`src/rtl/up_dn_counter_param_if.sv`:
```
// Control/status bundle for up_dn_counter_param: the master drives the controls
// (clr, load, load_val, en, up_dn) and the slave (the counter) drives out, tc, bound_flag.
interface up_dn_counter_param_if #(
  parameter int WIDTH = 5
);
  logic             clr;
  logic             load;
  logic [WIDTH-1:0] load_val;
  logic             en;
  logic             up_dn;
  logic [WIDTH-1:0] out;
  logic             tc;
  logic             bound_flag;

  modport master (output clr, load, load_val, en, up_dn, input out, tc, bound_flag);
  modport slave  (input clr, load, load_val, en, up_dn, output out, tc, bound_flag);
endinterface

```
`src/rtl/up_dn_counter_param.sv`:
```
// Parametrised up/down modulo counter with wrap or saturate, registered tc pulse and
// sticky boundary flag. Optional prescaler enabled by macro COUNTER_PRESCALER_EN.
module up_dn_counter_param #(
  parameter int              WIDTH     = 5,
  parameter longint unsigned MAX_VAL   = (64'd1 << WIDTH) - 64'd1,
  parameter longint unsigned RESET_VAL = 0,
  parameter int              SATURATE  = 0,
  parameter int              PRESCALE  = 4
) (
  input  logic                  clk,
  input  logic                  reset,
  up_dn_counter_param_if.slave  bus
);

  localparam logic [WIDTH-1:0] MAX_W = MAX_VAL[WIDTH-1:0];
  localparam logic [WIDTH-1:0] RST_W = RESET_VAL[WIDTH-1:0];

  if (WIDTH < 1 || WIDTH > 32) begin : g_bad_width
    $error("up_dn_counter_param: WIDTH must be 1..32");
  end
  if (MAX_VAL < 1 || MAX_VAL > ((64'd1 << WIDTH) - 64'd1)) begin : g_bad_max
    $error("up_dn_counter_param: MAX_VAL out of range");
  end
  if (RESET_VAL > MAX_VAL) begin : g_bad_rst
    $error("up_dn_counter_param: RESET_VAL exceeds MAX_VAL");
  end
  if (SATURATE != 0 && SATURATE != 1) begin : g_bad_sat
    $error("up_dn_counter_param: SATURATE must be 0 or 1");
  end
  if (PRESCALE < 1) begin : g_bad_pre
    $error("up_dn_counter_param: PRESCALE must be >= 1");
  end

  logic [WIDTH-1:0] cnt_q, cnt_d;
  logic             tc_q, tc_d;
  logic             flag_q, flag_d;
  logic             step;

`ifdef COUNTER_PRESCALER_EN
  localparam int          PW       = (PRESCALE > 1) ? $clog2(PRESCALE) : 1;
  localparam logic [PW-1:0] PRE_LAST = PW'(PRESCALE - 1);
  logic [PW-1:0] pre_q, pre_d;
`endif

  always_comb begin
    cnt_d  = cnt_q;
    tc_d   = 1'b0;
    flag_d = flag_q;
    step   = 1'b0;
`ifdef COUNTER_PRESCALER_EN
    pre_d  = pre_q;
`endif
    if (bus.clr) begin
      cnt_d  = RST_W;
      flag_d = 1'b0;
`ifdef COUNTER_PRESCALER_EN
      pre_d  = '0;
`endif
    end else if (bus.load) begin
      cnt_d = (bus.load_val > MAX_W) ? MAX_W : bus.load_val;
`ifdef COUNTER_PRESCALER_EN
      pre_d = '0;
`endif
    end else if (bus.en) begin
`ifdef COUNTER_PRESCALER_EN
      // Only the last enabled cycle of each prescale period advances the count.
      if (pre_q == PRE_LAST) begin
        step  = 1'b1;
        pre_d = '0;
      end else begin
        pre_d = pre_q + 1'b1;
      end
`else
      step = 1'b1;
`endif
    end

    if (step) begin
      if (bus.up_dn) begin
        if (cnt_q == MAX_W) begin
          cnt_d  = (SATURATE != 0) ? MAX_W : '0;
          tc_d   = 1'b1;
          flag_d = 1'b1;
        end else begin
          cnt_d = cnt_q + 1'b1;
        end
      end else begin
        if (cnt_q == '0) begin
          cnt_d  = (SATURATE != 0) ? '0 : MAX_W;
          tc_d   = 1'b1;
          flag_d = 1'b1;
        end else begin
          cnt_d = cnt_q - 1'b1;
        end
      end
    end
  end

  always_ff @(posedge clk or negedge reset) begin
    if (!reset) begin
      cnt_q  <= RST_W;
      tc_q   <= 1'b0;
      flag_q <= 1'b0;
`ifdef COUNTER_PRESCALER_EN
      pre_q  <= '0;
`endif
    end else begin
      cnt_q  <= cnt_d;
      tc_q   <= tc_d;
      flag_q <= flag_d;
`ifdef COUNTER_PRESCALER_EN
      pre_q  <= pre_d;
`endif
    end
  end

  assign bus.out        = cnt_q;
  assign bus.tc         = tc_q;
  assign bus.bound_flag = flag_q;

endmodule

```
`src/flat_wrapper.sv`:
```
// flat-port wrapper written by rule: the top's interface ports become plain ports
module up_dn_counter_param_flat 
#(
  parameter int              WIDTH     = 5,
  parameter longint unsigned MAX_VAL   = (64'd1 << WIDTH) - 64'd1,
  parameter longint unsigned RESET_VAL = 0,
  parameter int              SATURATE  = 0,
  parameter int              PRESCALE  = 4
)
  (clk, reset, bus_clr, bus_load, bus_load_val, bus_en, bus_up_dn, bus_out, bus_tc, bus_bound_flag);
  up_dn_counter_param_if #(.WIDTH(WIDTH)) bus_i ();
  input  logic clk;
  input  logic reset;
  input wire logic [$bits(bus_i.clr)-1:0] bus_clr;
  input wire logic [$bits(bus_i.load)-1:0] bus_load;
  input wire logic [$bits(bus_i.load_val)-1:0] bus_load_val;
  input wire logic [$bits(bus_i.en)-1:0] bus_en;
  input wire logic [$bits(bus_i.up_dn)-1:0] bus_up_dn;
  output wire logic [$bits(bus_i.out)-1:0] bus_out;
  output wire logic [$bits(bus_i.tc)-1:0] bus_tc;
  output wire logic [$bits(bus_i.bound_flag)-1:0] bus_bound_flag;
  assign bus_i.clr = bus_clr;
  assign bus_i.load = bus_load;
  assign bus_i.load_val = bus_load_val;
  assign bus_i.en = bus_en;
  assign bus_i.up_dn = bus_up_dn;
  assign bus_out = bus_i.out;
  assign bus_tc = bus_i.tc;
  assign bus_bound_flag = bus_i.bound_flag;
  up_dn_counter_param #(.WIDTH(WIDTH), .MAX_VAL(MAX_VAL), .RESET_VAL(RESET_VAL), .SATURATE(SATURATE), .PRESCALE(PRESCALE)) u_core (.clk(clk), .reset(reset), .bus(bus_i));
endmodule
```
`config.mk`:
```
export PLATFORM = sky130hd
export DESIGN_NAME = up_dn_counter_param_flat
export DESIGN_NICKNAME = d
export VERILOG_FILES = /design/src/rtl/up_dn_counter_param_if.sv /design/src/rtl/up_dn_counter_param.sv /design/src/flat_wrapper.sv
export SDC_FILE = /design/constraint.sdc
export NUM_CORES = 1
export LEC_CHECK = 0
export BUFFER_PORTS_ARGS = -buffer_cell sky130_fd_sc_hd__buf_2
export CAP_MARGIN = 20
export CORE_AREA = 4 4 41 43
export CTS_CLUSTER_DIAMETER = 200
export DETAILED_ROUTE_END_ITERATION = 8
export DIE_AREA = 0 0 45 47
export HOLD_SLACK_MARGIN = 0.05
export MAX_ROUTING_LAYER = met4
export PLACE_DENSITY = 0.75
export SYNTH_ARGS = -nofsm -noshare
export SYNTH_HDL_FRONTEND = slang
export SYNTH_SLANG_ARGS = --single-unit
```
`constraint.sdc`:
```
create_clock -name clk -period 2.6 [get_ports clk]
set_clock_uncertainty 0.05 [all_clocks]
set_input_delay 0.13 -clock clk [delete_from_list [all_inputs] [get_ports clk]]
set_output_delay 0.13 -clock clk [all_outputs]
set_load 0.03 [all_outputs]
```
# ---- After elaboration in Yosys (flattened, before gate mapping)
# Index checks and enable logic that the tools add are counted.
dict set report op_classes {
  n_reduce_logical 2
  bitwise 0
  muxes 19
  shift 0
  div 0
  eq_ne 1
  add_sub_neg 2
  mul 0
  order_cmp 1
}
# operator n
set ops {}
lappend ops {{2-to-1 mux 5 bit} 7}
lappend ops {{2-to-1 mux 1 bit} 12}
lappend ops {{adder 5 x 1 -> 5 bit (second input constant)} 1}
lappend ops {{== test 5 bit (second input constant)} 1}
lappend ops {{greater-than comparator 5 bit (second input constant)} 1}
lappend ops {{zero test 5 bit} 1}
lappend ops {{subtractor 5 x 1 -> 5 bit (second input constant)} 1}
lappend ops {{nonzero test 3 bit} 1}
dict set report totals {
  latchBits 0
  mem_bits_ro 0
  ff_bits 7
  mem_count 0
  output_inout_bits 7
  ramBits 0
  word_cells 28
}

# ---- Depth between registers and ports, before layout
dict set report logic_depth {
  word_depth 5
  mapped_depth 7
  depth_no_buf 7
}

# ---- Worst setup path before layout
# No wires, ideal clock.
dict set report synth_path {
  kind {register to register}
  startpoint {register u_core.cnt_q[0] (netlist: u_core.bus.out[0])}
  endpoint {register u_core.cnt_q[2] (netlist: u_core.bus.out[2])}
  setup_ns 0.104
  n_path_buf 0
  synth_period_minus_slack_ns 1.802
  slack_ns 0.798
  arrival_time_ns 1.648
  path_stages_with_launch 7
  cell_sequence {dfrtp_1 ha_1 and3_1 ha_1 o21ai_0 o211ai_1 a221oi_1}
}
dict set report synth_via {
  elab_chain_cells 4
  elab_cells_between_ends 8
}
# element line_no
set synth_lines {}
lappend synth_lines {{start, declared} up_dn_counter_param.sv:34} ;# logic [WIDTH-1:0] cnt_q, cnt_d;
lappend synth_lines {{start signal, assigned} up_dn_counter_param.sv:108} ;# cnt_q <= cnt_d;
lappend synth_lines {{subtractor 5 x 1 -> 5 bit (tied with other cells)} up_dn_counter_param.sv:93} ;# cnt_d = cnt_q - 1'b1;
lappend synth_lines {{2-to-1 mux 5 bit, on equally long branches} {up_dn_counter_param.sv:88, up_dn_counter_param.sv:80}}
lappend synth_lines {{2-to-1 mux 5 bit (*)} up_dn_counter_param.sv:79} ;# if (bus.up_dn) begin
lappend synth_lines {{2-to-1 mux 5 bit (*)} up_dn_counter_param.sv:78} ;# if (step) begin
# Mark *: on every way between the ends. The rest lies on a longest branch, timed or not.
# A chain may end at the register's enable or synchronous reset.

# ---- Final worst setup path
# Same ends and word-level chain as after synthesis.

==> summary.txt <==
Synth
  – Post-synth top cells: 10 x a21oi_1, 7 x dfrtp_1, 7 x inv_1, 7 x nor2_1, 4 x ha_1
  – Register bit total from synthesis: 7
  – Yosys warns: 0
  – Sequential area share after synthesis: 31.60%
  – Number of flops mapped to enable cells by yosys: 0
  – Syn_area_per_cell: about 8 µm²
  – Cell area after synthesis: about 550 µm²
  – Synth top area share: a little under a third
  – Ys async rst share: between 90% and 100%
  – Syn nets: 83
  – Post-Syn Instances: 68
  – Most numerous cell in the Yosys netlist: a21oi_1
  – Largest area contributor in the netlist: dfrtp_1
  – Ys flop type: dfrtp_1
  – Library cells used by synthesis: 28
  – Top cells by area, synth: dfrtp_1 32%, a21oi_1 9.0%, ha_1 9.0%, inv_1 4.7%, nor2_1 4.7%

Global routing
  – First-pass GRT wire length: approximately 2.2 mm
  – Largest net degree at the start of global routing: 13
  – Overall Global Routing Usage: between 10% and 20%
  – GR Overflow Total: 0
  – Antenna violations before repair: 0
  – Vias in the first global route: ~500

Floorplan
  – Starting Density: 42.60%
  – Die Y: 47 µm
  – # rows: 13
  – Die X: ~45 µm
  – Die area: around 2100 µm²
  – Core area: ~1300 µm²
  – Io pins: 18

Run
  – Max Cap Viol: 0

Min path
  – Hold path cells: 3
  – Hold Path Class: input port to flop
  – HP Start: bus_load_val[2]
  – WHS Endpoint: u_core.bus.out[2]

Power
  – Pwr Density: just under 500 nW/µm²
  – Cell leakage power: between 0.3 and 0.4 nW
  – Total power: 0.3235 mW
  – Max VDD drop: between 0.3 and 0.4 mV

Place
  – IO buf count: 17
  – Post-placement cell area: between 600 and 700 µm²
  – HPWL Detailed: around 1.0 mm
  – RePlAce Congestion: a little under 0.9

Layout
  – Final net count: just over 100
  – Layout area overhead: 20.77%
  – Layout cell share with drive strength beyond 1: between 20% and 30%
  – Design Area, Final: around 670 µm²
  – Antenna fix cells: 0

Setup path
  – Reg2reg setup slack: ~0.77 ns
  – Reg2Reg Depth: 6
  – WP data arrival: slightly below 2 ns
  – Critical path type: flop to flop
  – RR Startpoint: u_core.bus.out[0]
  – Endpoint type of the worst setup path: flop
  – CP Data Required Time: between 2 and 3 ns
  – Startpoint types: flop
  – CP max FO: 7
  – Reg2Reg Capture Point: u_core.bus.out[2]

Routing
  – Antenna Violating Nets Remaining: 0
  – WL/cell: ~14 µm
  – Via Count: ~560
  – Post-Route WL: ~1.4 mm
  – Drc violations: 0
  – DRT Pass-1 Iters: 4
  – DRT iter0 DRCs: 18
  – Vias per std cell: between 5 and 6

STA
  – Max-slew violations: 0
  – Min Tclk post-route: ~1.8 ns
  – Final setup viols: 0
  – RSZ-0062 raised after global routing: no
  – Post-route setup TNS: 0 ns
  – Slew HR: around 79%
  – Final Hold Vio Count: 0
  – Worst Tran Pin Value: about 0.32 ns
  – Fmax: between 500 and 600 MHz
  – Fin crit share: roughly 70%

Clocking
  – # clock sinks: 7
  – Worst-path clk slew: ~0.060 ns
  – Clk root buf: clkbuf_4
  – # resized after CTS: 0
  – H-tree Lvls: 1
  – CTS Buf Count: 3
  – Worst-Skew Late Latency: 0.26 ns
  – CTS tree: yes
  – Clk buf depth: 2

Outcome
  – Status: finished, final reports clean
[layer usage]
layer / global-route usage (%) / wire (µm) / up-vias
met5: - / 0 / -
met4: 6.433 / 43 / 0
met3: 6.897 / 111 / 6
met2: 22.88 / 597 / 25
met1: 18.60 / 614 / 253
li1: - / - / 272
[report_power, final]
part | total [mW] | internal [mW] | leakage [nW] | switching [mW]
registers | 0.129 | 0.115 | 0.0929 | 0.0130
logic | 0.0892 | 0.0370 | 0.225 | 0.0522
clock network | 0.106 | 0.0590 | 0.0150 | 0.0468
[worst max-delay path, cell delays in order (launching register included)]
cell and delay [ns]:
dfrtp_1 0.44, ha_1 0.26, and3_1 0.22, ha_1 0.23, o21ai_0 0.17, o211ai_1 0.11
a221oi_1 0.24
[through the flow]
stage / std cells / setup WS, ns / utilization, % / hold WS (ns)
floorplan: 68 / 0.7982 / - / -0.2156
global placement: 96 / 0.8491 / 48.65 / -0.07220
detailed placement: 96 / 0.7836 / 48.65 / -0.07443
CTS: 101 / 0.7734 / 51.44 / 0.07380
global route: 101 / 0.5941 / 51.44 / 0.07665
finish: 101 / 0.7713 / 51.44 / 0.07556
[cell families (layout without fill, tap and decap cells)]
group	Yosys count	count (layout)	synth area share [%]
buffers and inverters	11	29	9.255
AOI/OAI and AO/OA	22	22	23.48
and+or+nand+nor	19	19	18.51
muxes	1	1	1.806
adders and majority gates	4	4	9.030
xor gates and xnor gates	4	4	6.322
DFF	7	7	31.60
[layout by cell type, fill, tap and decap left out, drive strengths merged, types with 2 or more instances in the layout]
cell and instances:
clkbuf 4, a21oi 10, nand2 3, buf 17, nor2 7, ha 4, inv 7, dfrtp 7
o21ai 4, nor3 3, a211oi 3, xnor2 2, xor2 2
[flip-flops by register name, summed over array words and instances (netlist names)]
name and count:
u_core.bus.out 5, u_core.bus.bound_flag 1, u_core.bus.tc 1
[area by class of cell]
cell class / instances / area [µm²]
fill: 140 / 631.9
multi-input combinational: 50 / 327.8
sequential: 7 / 175.2
timing repair buffer: 18 / 95.09
clock buffer: 4 / 26.28
inverter: 7 / 26.28
tap: 15 / 18.77
[worst max-delay path by stage]
stage / depth (start not counted) / slack [ns] / start / to
6_report: 6 / 0.77 / u_core.bus.out[0] / u_core.bus.out[2]
5_1_grt: 6 / 0.59 / u_core.bus.out[0] / u_core.bus.out[2]
4_1_cts: 6 / 0.77 / u_core.bus.out[0] / u_core.bus.out[2]
3_5_place_dp: 6 / 0.78 / u_core.bus.out[0] / u_core.bus.out[2]
3_3_place_gp: 6 / 0.85 / u_core.bus.out[0] / u_core.bus.out[2]
2_1_floorplan: 6 / 0.80 / u_core.bus.out[0] / u_core.bus.out[2]
[what timing repair did]
item | CTS | global route
endpoints found under the setup margin | 0 | 0
setup buffers | 0 | 0
hold buffers | 1 | 0
hold endpoints to repair | 7 | 0
Note: power is estimated with default switching activity, not from simulation.
